**src/rtl/sram_fifo_ctrl.sv**
```systemverilog
// Ready/valid FIFO controller driving a single-port 8x8 SRAM, with a one-entry
// show-ahead output register. Pushes and head prefetches share the SRAM port round-robin.
module sram_fifo_ctrl #(
   parameter int unsigned DATA_W = 8,
   parameter int unsigned ADDR_W = 3
) (
   input  logic              clk,
   input  logic              resetN,
   input  logic              writeValid,
   output logic              writeReady,
   input  logic [DATA_W-1:0] writeData,
   output logic              readValid,
   input  logic              readReady,
   output logic [DATA_W-1:0] readData,
   output logic [3:0]        count,
   output logic [ADDR_W-1:0] ramAddress,
   output logic              ramWriteEnable,
   output logic              ramChipSelect,
   output logic [DATA_W-1:0] ramDataInp,
   input  logic [DATA_W-1:0] ramDataOutp
);

   typedef enum logic [1:0] {GrantIdle, GrantWrite, GrantRead} grantT;

   localparam logic [ADDR_W:0] RamFull = {1'b1, {ADDR_W{1'b0}}};

   logic [ADDR_W-1:0] wrPtrQ, rdPtrQ;
   logic [ADDR_W:0]   ramCountQ, ramCountD;
   logic              outValidQ;
   logic [DATA_W-1:0] readDataQ;
   logic              lastWriteQ;
   logic              wantW, wantR;
   grantT             grant;

   // Grant is forced idle during reset so no SRAM op or handshake can leak out.
   always_comb begin
      wantW     = writeValid && (ramCountQ != RamFull);
      wantR     = (ramCountQ != '0) && (!outValidQ || readReady);
      grant     = GrantIdle;
      ramCountD = ramCountQ;
      if (resetN) begin
         if (wantW && wantR) begin
            grant = lastWriteQ ? GrantRead : GrantWrite;
         end else if (wantW) begin
            grant = GrantWrite;
         end else if (wantR) begin
            grant = GrantRead;
         end
      end
      if (grant == GrantWrite) begin
         ramCountD = ramCountQ + 1'b1;
      end else if (grant == GrantRead) begin
         ramCountD = ramCountQ - 1'b1;
      end
   end

   always_comb begin
      ramChipSelect  = 1'b0;
      ramWriteEnable = 1'b0;
      ramAddress     = rdPtrQ;
      writeReady     = 1'b0;
      unique case (grant)
         GrantWrite: begin
            ramChipSelect  = 1'b1;
            ramWriteEnable = 1'b1;
            ramAddress     = wrPtrQ;
            writeReady     = 1'b1;
         end
         GrantRead: ramChipSelect = 1'b1;
         default: ;
      endcase
   end

   assign ramDataInp = writeData;
   assign readValid  = outValidQ;
   assign readData   = readDataQ;
   assign count      = 4'(ramCountQ) + {3'b000, outValidQ};

   always_ff @(posedge clk or negedge resetN) begin
      if (!resetN) begin
         wrPtrQ     <= '0;
         rdPtrQ     <= '0;
         ramCountQ  <= '0;
         outValidQ  <= 1'b0;
         readDataQ  <= '0;
         lastWriteQ <= 1'b0;
      end else begin
         ramCountQ <= ramCountD;
         if (grant == GrantWrite) begin
            wrPtrQ <= wrPtrQ + 1'b1;
         end
         // A refill in the same cycle as a pop keeps the head valid without a bubble.
         if (grant == GrantRead) begin
            rdPtrQ    <= rdPtrQ + 1'b1;
            readDataQ <= ramDataOutp;
            outValidQ <= 1'b1;
         end else if (outValidQ && readReady) begin
            outValidQ <= 1'b0;
         end
         if (wantW && wantR) begin
            lastWriteQ <= (grant == GrantWrite);
         end
      end
   end

endmodule
```
**config.mk**
```make
export PLATFORM = sky130hd
export DESIGN_NAME = sram_fifo_ctrl
export DESIGN_NICKNAME = d
export VERILOG_FILES = /design/src/rtl/sram_fifo_ctrl.sv
export SDC_FILE = /design/constraint.sdc
export NUM_CORES = 1
export LEC_CHECK = 0
export ABC_CLOCK_PERIOD_IN_PS = 3600
export BUFFER_PORTS_ARGS = -buffer_cell sky130_fd_sc_hd__buf_2
export CORE_ASPECT_RATIO = 1.5
export CORE_UTILIZATION = 47
export DETAILED_ROUTE_END_ITERATION = 8
export PLACE_DENSITY = 0.78
export SLEW_MARGIN = 25
export SYNTH_ARGS = -nofsm -noshare
export SYNTH_HDL_FRONTEND = slang
export SYNTH_SLANG_ARGS = --single-unit
```
**constraint.sdc**
```tcl
create_clock -name clk -period 3.6 [get_ports clk]
set_clock_uncertainty 0.05 [all_clocks]
set_input_delay 0.72 -clock clk [delete_from_list [all_inputs] [get_ports clk]]
set_output_delay 0.72 -clock clk [all_outputs]
set_load 0.05 [all_outputs]
```
==> results.md, run 1 <==
- Outcome: finished, final reports clean
- Routed Antenna Nets: 0
- # clock sinks: 20
- # setup viols final: 0
- Layout cells sized above 1: 47.1%
- Synth cell types: 30
- CP max stage cell: ha_1
- Clk root buf: clkbuf_4
- WL/cell: 15.0 microns
- # rows: 21
- Largest net degree at the start of global routing: 20
- Total track usage: 17.7%
- CTS tree: yes
- Drt via density: 5.83
- Pre-Repair DR Iteration Count: 4
- Async set-reset flop share out of synthesis: 100%
- Placeable Area: 2310 sq um
- Syn Inst Count: 97
- Final Hold Fails: 0
- Total congestion overflow: 0
- Top Ports: 47
- Most frequent cell after synthesis: dfrtp_1
- Synthesized Nets: 126
- Crit path launch type: register
- Max Clock Freq: 300 MHz
- Inserted Clock Buffers: 3
- Relative slew slack: 65.9%
- Cts repair resizes: 0
- Initial core utilization: 51.1%
- Nets: 149
- Top delay family on crit path: adder cells
- Yosys reg bits: 20
- # diodes: 0
- Synth area leaders: dfrtp_1 42%, mux2_2 13%, ha_1 8.5%
- DPL Wire Length: 1600 microns
- CTS Buffer Depth: 2
- CP Cell Sequence: or3_4 > o2111ai_1 > ha_1 > mux2_2 > buf_2
- Cts hold-fix bufs: 0
- Residual DRC count: 0
- Synth Flop Type: dfrtp_1
- Initial antenna violation count: 0
- Final critical-path share of the clock period: 92.6%
- RSZ-0062 raised after global routing: false
- Tmin final: 3.33 ns
- Final hold slack: 0.143 ns
- Vias: 828
- Ys Warns: 0
- Tightest Pin Transition: 0.512 ns
- Die Y: 63.4 microns
- Die area: 2720 sq um
- Maxcap violations: 0
- Layout area overhead: 11.0%
- Final Max Tran Viols: 0
- Slowest cell delay on critical path: 0.51 ns
- Worst R2R Setup Slack: 0.45 ns
- Die width: 42.9 microns
- Initial DRC count: 13
- IO buf count: 30
- Crit Path Category: register to primary output
- Placer Congestion: 0.788
- Critical path arrival: 2.56 ns
- Synth Area per Inst: 12.2 sq um
- Htree depth: 1
- Clk pin slew, worst setup/hold paths: 0.12 ns
- Seq/Total Area, Yosys: 42.4%
- Most common library cells after synthesis: 20 x dfrtp_1, 14 x mux2_2, 9 x buf_4
- CP required: 2.83 ns
- Global-route wire length before repair: 3580 microns
- Setup_tns: 0 ns
- Buf+Inv Stages, Crit Path: 1
- Insertion delay to the later sink of the worst-skew pair: 0.31 ns
- Final wirelength: 2140 microns
- Post-synth top area cell: dfrtp_1
- Area share of the largest cell type after synthesis: 42.4%
- CP Max Fanout: 15
- Worst Hold Class: primary input to asynchronous set/reset pin
- Synth Cell Area: 1180 sq um
- Vias in the first global route: 835
- Worst setup EP type: primary output
- Post-synth EDFFs: 0
- Post-CTS Setup Inserts: 0
==> flip-flops by register name, indices dropped and copies added (netlist names) <==
register / cells
rdPtrQ: 3
readValid: 1
lastWriteQ: 1
ramCountQ: 4
readData: 8
wrPtrQ: 3
==> final timing paths <==
kind,startpoint,to,cells past startpoint
setup / recovery,ramCountQ[2],ramAddress[0],5
hold / removal,resetN,lastWriteQ,1
setup reg to reg,ramCountQ[2],ramCountQ[3],8
hold reg to reg,rdPtrQ[2],rdPtrQ[2],1
max in group asynchronous,resetN,readData[0],2
min in group clk,rdPtrQ[2],rdPtrQ[2],1
==> cell usage in the layout, fill, tap and decap left out, types with 3 or more instances in the layout <==
cell and n:
buf_2 30, ha_1 8, nand3_1 3, clkbuf_4 3, dfrtp_1 20, xnor2_1 5, xor2_1 3, nand2_1 6
mux2_2 14
==> cell families after synthesis <==
group                      share of synthesized area [%]
AOI/OAI and AO/OA                                   7.73
xor gates and xnor gates                            5.93
adders and majority gates                           10.2
buffers and inverters                               8.47
DFF                                                 42.4
muxes                                               15.5
and+or+nand+nor                                     9.85
==> routing by layer <==
| metal | global-route usage [%] | part of all wire (%) |
|---|---|---|
| met5 | 0 | 0 |
| met2 | 28.2 | 51 |
| met3 | 2.01 | 4.3 |
| met1 | 20.1 | 42 |
| met4 | 15.5 | 2.9 |
==> area by class of cell <==
type / count / area [sq um]
Sequential cell: 20 / 500
Inverter: 2 / 7.51
Clock buffer: 4 / 36.3
Multi-Input combinational cell: 62 / 581
Tap cell: 23 / 28.8
Fill cell: 217 / 1000
Timing Repair Buffer: 31 / 158
==> worst reg2reg max path, stage by stage, from the launching register on <==
cell and delay (ns):
dfrtp_1 0.47, or3_4 0.45, o2111ai_1 0.21, ha_1 0.51, inv_1 0.23, ha_1 0.42
or4_1 0.54, o211ai_2 0.10, o211ai_2 0.08
==> per-stage QoR <==
step                util, %  std cells  setup slack (ns)  cell area, sq um
floorplan                 -         97             0.293              1180
global placement       55.1        138             0.267              1270
detailed placement     55.1        138             0.137              1270
CTS                    56.7        142             0.253              1310
global route           56.7        142             0.146              1310
finish                 56.7        142             0.268              1310
Power of run 1 is left out: the tool's default activity adds up to more than one toggle a clock period on the data nets, which glitch-free logic cannot reach.
==> inputs of run 2 (changes only) <==
Settings changed: ABC_CLOCK_PERIOD_IN_PS 3600 to 3280, BUFFER_PORTS_ARGS -buffer_cell sky130_fd_sc_hd__buf_2 to -buffer_cell sky130_fd_sc_hd__clkbuf_2.
Clock period 3.6 ns to 3.28 ns, I/O delays scaled along.
==> run 2 against run 1 <==
Wire length fell by 2.1%. Sequential share of layout area fell by 0.54 points. Register-to-register slack improved by 0.02 ns. Count of clock-buffer cells in the layout fell by 1. Utilization rose by 0.81 points. Global-route usage fell by 0.21 points. Cell count rose by 2.1%. First-iteration DRC count fell by 23%. Critical path type unchanged. Critical endpoint is now ramAddress[1]. Largest cell class unchanged. Highest routed layer unchanged.
==> results.md, run 2 (same netlist as run 1, synthesis figures left out) <==
- Outcome: finished, final reports clean
- Top Ports: 47 (unchanged)
- GRT Max-Usage Layer: met2
- CP Max Fanout: 12 (-3)
- Placeable Area: 2310 sq um (unchanged)
- Cts hold-fix bufs: 0 (unchanged)
- Met3 usage: 2.01% (unchanged)
- Final critical-path share of the clock period: 94.8%
- Maxcap violations: 0 (unchanged)
- Max Clock Freq: 322 MHz
- Vias in the first global route: 883 (+5.7%)
- Nets: 153 (+2.7%)
- Commonest non-fill, non-tap cell in the layout: clkbuf_2
- Initial antenna violation count: 0 (unchanged)
- Clk root buf: clkbuf_4
- Reg area: 500 sq um (unchanged)
- Buf+Inv Stages, Crit Path: 1 (unchanged)
- Top delay family on crit path: flip-flops
- # diodes: 0 (unchanged)
- # rows: 21 (unchanged)
- Htree depth: 1 (unchanged)
- Routed Antenna Nets: 0 (unchanged)
- Die width: 42.9 microns (unchanged)
- Drt via density: 5.73 (-1.7%)
- Met1 GRT Util: 21.1% (+1.0 points)
- CP required: 2.57 ns (-0.26 ns)
- # clock sinks: 20 (unchanged)
- CP max stage cell: dfrtp_1
- Residual DRC count: 0 (unchanged)
- RSZ-0062 raised after global routing: false
- Most frequent cells in the layout: 30 x clkbuf_2, 20 x dfrtp_1, 14 x mux2_2
- IO buf count: 30 (unchanged)
- Relative slew slack: 67.3% (+1.4 points)
- # setup viols final: 0 (unchanged)
- Insertion delay to the later sink of the worst-skew pair: 0.29 ns (-0.02 ns)
- Area of the multi-input gates: 583 sq um (+0.43%)
- Largest net degree at the start of global routing: 20 (unchanged)
- Initial core utilization: 51.1% (unchanged)
- CTS Buffer Depth: 2 (unchanged)
- Max FFs per register: 8 (unchanged)
- Total track usage: 17.5% (-0.21 points)
- DPL Wire Length: 1650 microns (+3.1%)
- Crit Path Category: register to primary output
- Pre-Repair DR Iteration Count: 4 (unchanged)
- Worst Hold Class: primary input to asynchronous set/reset pin
- Met2 Track Usage GR: 29.4% (+1.1 points)
- Layout area overhead: 12.6%
- Total congestion overflow: 0 (unchanged)
- Placer Congestion: 0.792 (+0.46%)
- Final Max Tran Viols: 0 (unchanged)
- Clk pin slew, worst setup/hold paths: 0.10 ns (-0.02 ns)
- Vias: 831 (+0.36%)
- Reg-to-Reg Start: ramCountQ[2]
- Worst setup EP type: primary output
- FILL cells: 201 (-7.4%)
- WL/cell: 14.4 microns (-4.1%)
- Initial DRC count: 10 (-3)
- Slowest cell delay on critical path: 0.47 ns (-0.04 ns)
- CTS tree: yes
- Critical register-to-register path endpoint: ramCountQ[3]
- Die Y: 63.4 microns (unchanged)
- Critical path arrival: 2.40 ns (-0.16 ns)
- Final wirelength: 2090 microns (-2.1%)
- Final Util: 57.5% (+0.81 points)
- Die area: 2720 sq um (unchanged)
- Worst Reg-to-Reg Cells: 8 (unchanged)
- Final Hold Fails: 0 (unchanged)
- Tightest Pin Transition: 0.490 ns (-0.0216 ns)
- Worst R2R Setup Slack: 0.47 ns (+0.02 ns)
- CP Cell Sequence: or3_4 > o2111ai_1 > ha_2 > mux2_2 > clkbuf_2
- Setup_tns: 0 ns (unchanged)
- Tmin final: 3.11 ns
- Crit path launch type: register
- Inserted Clock Buffers: 3 (unchanged)
- Global-route wire length before repair: 3680 microns (+2.7%)
- Layout cells sized above 1: 49.2% (+2.1 points)
[run 2: cell count changes in the layout (fill, tap and decap cells not counted)]
cell | previous run | this run
buf_2 | 30 | 0
buf_4 | 1 | 5
ha_2 | 0 | 1
clkbuf_8 | 1 | 0
clkbuf_2 | 0 | 30
ha_1 | 8 | 7
[run 2: how the worst max path moves through the flow]
stage / startpoint / slack (ns) / to / cells past startpoint
after global routing: ramCountQ[2] / 0.08 / ramAddress[0] / 5
after CTS: ramCountQ[2] / 0.03 / ramAddress[1] / 5
after detailed placement: readReady / 0.10 / ramCountQ[3] / 10
after floorplan: readValid / 0.01 / ramCountQ[3] / 9
final: ramCountQ[2] / 0.17 / ramAddress[1] / 5
after global placement: readReady / 0.22 / ramAddress[1] / 7
[run 2: what timing repair did]
| action | in CTS | in global routing |
|---|---|---|
| gates resized for setup | 0 | 1 |
| setup endpoints to repair | 0 | 3 |
| setup buffers | 0 | 0 |
[run 2: metrics by stage]
| step | std cells | setup WS (ns) | hold WS [ns] | cell area (sq um) |
|---|---|---|---|---|
| after floorplan | 97 | 0.0104 | 0.310 | 1180 |
| after global placement | 142 | 0.221 | 0.405 | 1310 |
| after detailed placement | 142 | 0.105 | 0.420 | 1310 |
| after CTS | 145 | 0.0260 | 0.105 | 1330 |
| after global routing | 145 | 0.0755 | 0.0979 | 1330 |
| final | 145 | 0.170 | 0.107 | 1330 |
[run 2: cell type report]
type / instances / area share, %
Timing Repair Buffer: 35 / 14.1
Inverter: 2 / 0.564
Tap cell: 23 / 2.16
Sequential cell: 20 / 37.6
Clock buffer: 3 / 1.69
Multi-Input combinational cell: 62 / 43.8
[run 2: routing by layer]
metal | part of all wire (%) | up-vias
li1 | - | 388
met1 | 43 | 410
met2 | 52 | 27
met3 | 4.1 | 6
met4 | 1.5 | 0
met5 | 0 | -
Power of run 2 is left out for the same reason.
==> inputs of run 3 (changes only) <==
Settings changed: CORE_UTILIZATION 47 to 35, PLACE_DENSITY 0.78 to default.
==> run 3 against run 2 <==
Die area grew 33%. Cell count is 12% higher. Critical path type unchanged. Setup slack gained 0.0039 ns.
==> results.md, run 3 (same netlist as run 1, synthesis figures left out) <==
- # diodes: 0 (unchanged)
- Post-CTS Setup Inserts: 0 (unchanged)
- Final Max Tran Viols: 0 (unchanged)
- DPL Wire Length: 1650 microns (-0.19%)
- Crit Path Category: register to primary output
- Final hold slack: 0.156 ns (+0.0484 ns)
- Final critical-path share of the clock period: 94.7% (-0.12 points)
- # clock sinks: 20 (unchanged)
- Met3 wire length: 83 microns (-3.5%)
- Crit path launch type: register
- CP Max Fanout: 11 (-1)
- Setup Slack @ Placement: 0.217 ns (+0.113 ns)
- Clk pin slew, worst setup/hold paths: 0.07 ns (-0.03 ns)
- Buf+Inv Stages, Crit Path: 1 (unchanged)
- IO buf count: 30 (unchanged)
- Total congestion overflow: 0 (unchanged)
- DR WL met2: 1130 microns (+4.5%)
- Top Ports: 47 (unchanged)
- Max Clock Freq: 322 MHz (+0.13%)
- Final Hold Fails: 0 (unchanged)
- Layout area overhead: 16.9%
- Placeable Area: 3190 sq um (+38%)
- Most frequent cells in the layout: 30 x clkbuf_2, 20 x dfrtp_1, 14 x mux2_2
- RSZ-0062 raised after global routing: false
- Cts hold-fix bufs: 0 (unchanged)
- Insertion delay to the later sink of the worst-skew pair: 0.25 ns (-0.04 ns)
- Critical path arrival: 2.40 ns (about the same)
- Slowest cell delay on critical path: 0.47 ns (about the same)
- Nets: 153 (unchanged)
- Die width: 49.4 microns (+15%)
- Largest net degree at the start of global routing: 20 (unchanged)
- CP max stage cell: dfrtp_1
- Maxcap violations: 0 (unchanged)
- Placer Congestion: 0.769 (-2.9%)
- Outcome: finished, final reports clean
- Setup ws final: 0.174 ns (+0.00394 ns)
- Cts repair resizes: 0 (unchanged)
- Initial DRC count: 18 (+8)
- Relative slew slack: 67.3% (about the same)
- Max FFs per register: 8 (unchanged)
- Commonest non-fill, non-tap cell in the layout: clkbuf_2
- Routed Antenna Nets: 0 (unchanged)
- Htree depth: 1 (unchanged)
- Setup_tns: 0 ns (unchanged)
- Residual DRC count: 0 (unchanged)
- Global-route wire length before repair: 3550 microns (-3.4%)
- Layout cells sized above 1: 48.8% (-0.40 points)
- Top sig layer: met4
- CTS tree: yes
- Pre-Repair DR Iteration Count: 3 (-1)
- Placed Cells incl. Taps: 159 (+12%)
- Tmin final: 3.11 ns (-0.00394 ns)
- Worst setup EP type: primary output
- CTS Buffer Depth: 2 (unchanged)
- CP required: 2.57 ns (about the same)
- CP Cell Sequence: or3_4 > o2111ai_1 > ha_1 > mux2_2 > clkbuf_2
- Clk root buf: clkbuf_8
- WL/cell: 12.9 microns (-11%)
- Finished Layout Cells: 163 (+12%)
- Initial antenna violation count: 0 (unchanged)
- # setup viols final: 0 (unchanged)
- Tightest Pin Transition: 0.491 ns (+0.000825 ns)
- Inserted Clock Buffers: 3 (unchanged)
- Met1 WL: 856 microns (-3.9%)
- Vias in the first global route: 817 (-7.5%)
- Vias: 808 (-2.8%)
- Total track usage: 12.8% (-4.7 points)
- Drt via density: 4.96 (-14%)
- Die area: 3620 sq um (+33%)
- # rows: 25 (+19%)
- Top delay family on crit path: flip-flops
- Die Y: 73.1 microns (+15%)
- Worst R2R Setup Slack: 0.44 ns (-0.03 ns)
- Worst Hold Class: primary input to asynchronous set/reset pin
- Final wirelength: 2100 microns (about the same)
- Initial core utilization: 37.0% (-14 points)
-- run 3: final timing paths --
check / startpoint / end / cells past startpoint
worst max-delay path: ramCountQ[1] / ramAddress[1] / 5
worst min-delay path: resetN / ramCountQ[3] / 1
worst max register to register: ramCountQ[1] / ramCountQ[3] / 8
worst min register to register: wrPtrQ[2] / wrPtrQ[2] / 1
max in group asynchronous: resetN / wrPtrQ[0] / 2
min in group clk: wrPtrQ[2] / wrPtrQ[2] / 1
-- run 3: stage by stage --
stage               util (%)  instance area, sq um
floorplan                  -                  1180
global placement        41.6                  1330
detailed placement      41.6                  1330
CTS                     43.3                  1380
global route            43.3                  1380
finish                  43.3                  1380
-- run 3: layout make-up --
class	instances	area [sq um]
clock buffer	4	55.1
multi-input combinational	62	581
inverter	2	7.51
fill	333	1810
sequential	20	500
tap	40	50.0
timing repair buffer	35	188
-- run 3: per-layer routing --
layer,vias to the layer above,track usage [%]
met2,21,22.8
met1,399,14.8
met5,-,0
met4,0,5.40
li1,386,-
met3,2,2.50
Power of run 3 is left out for the same reason.
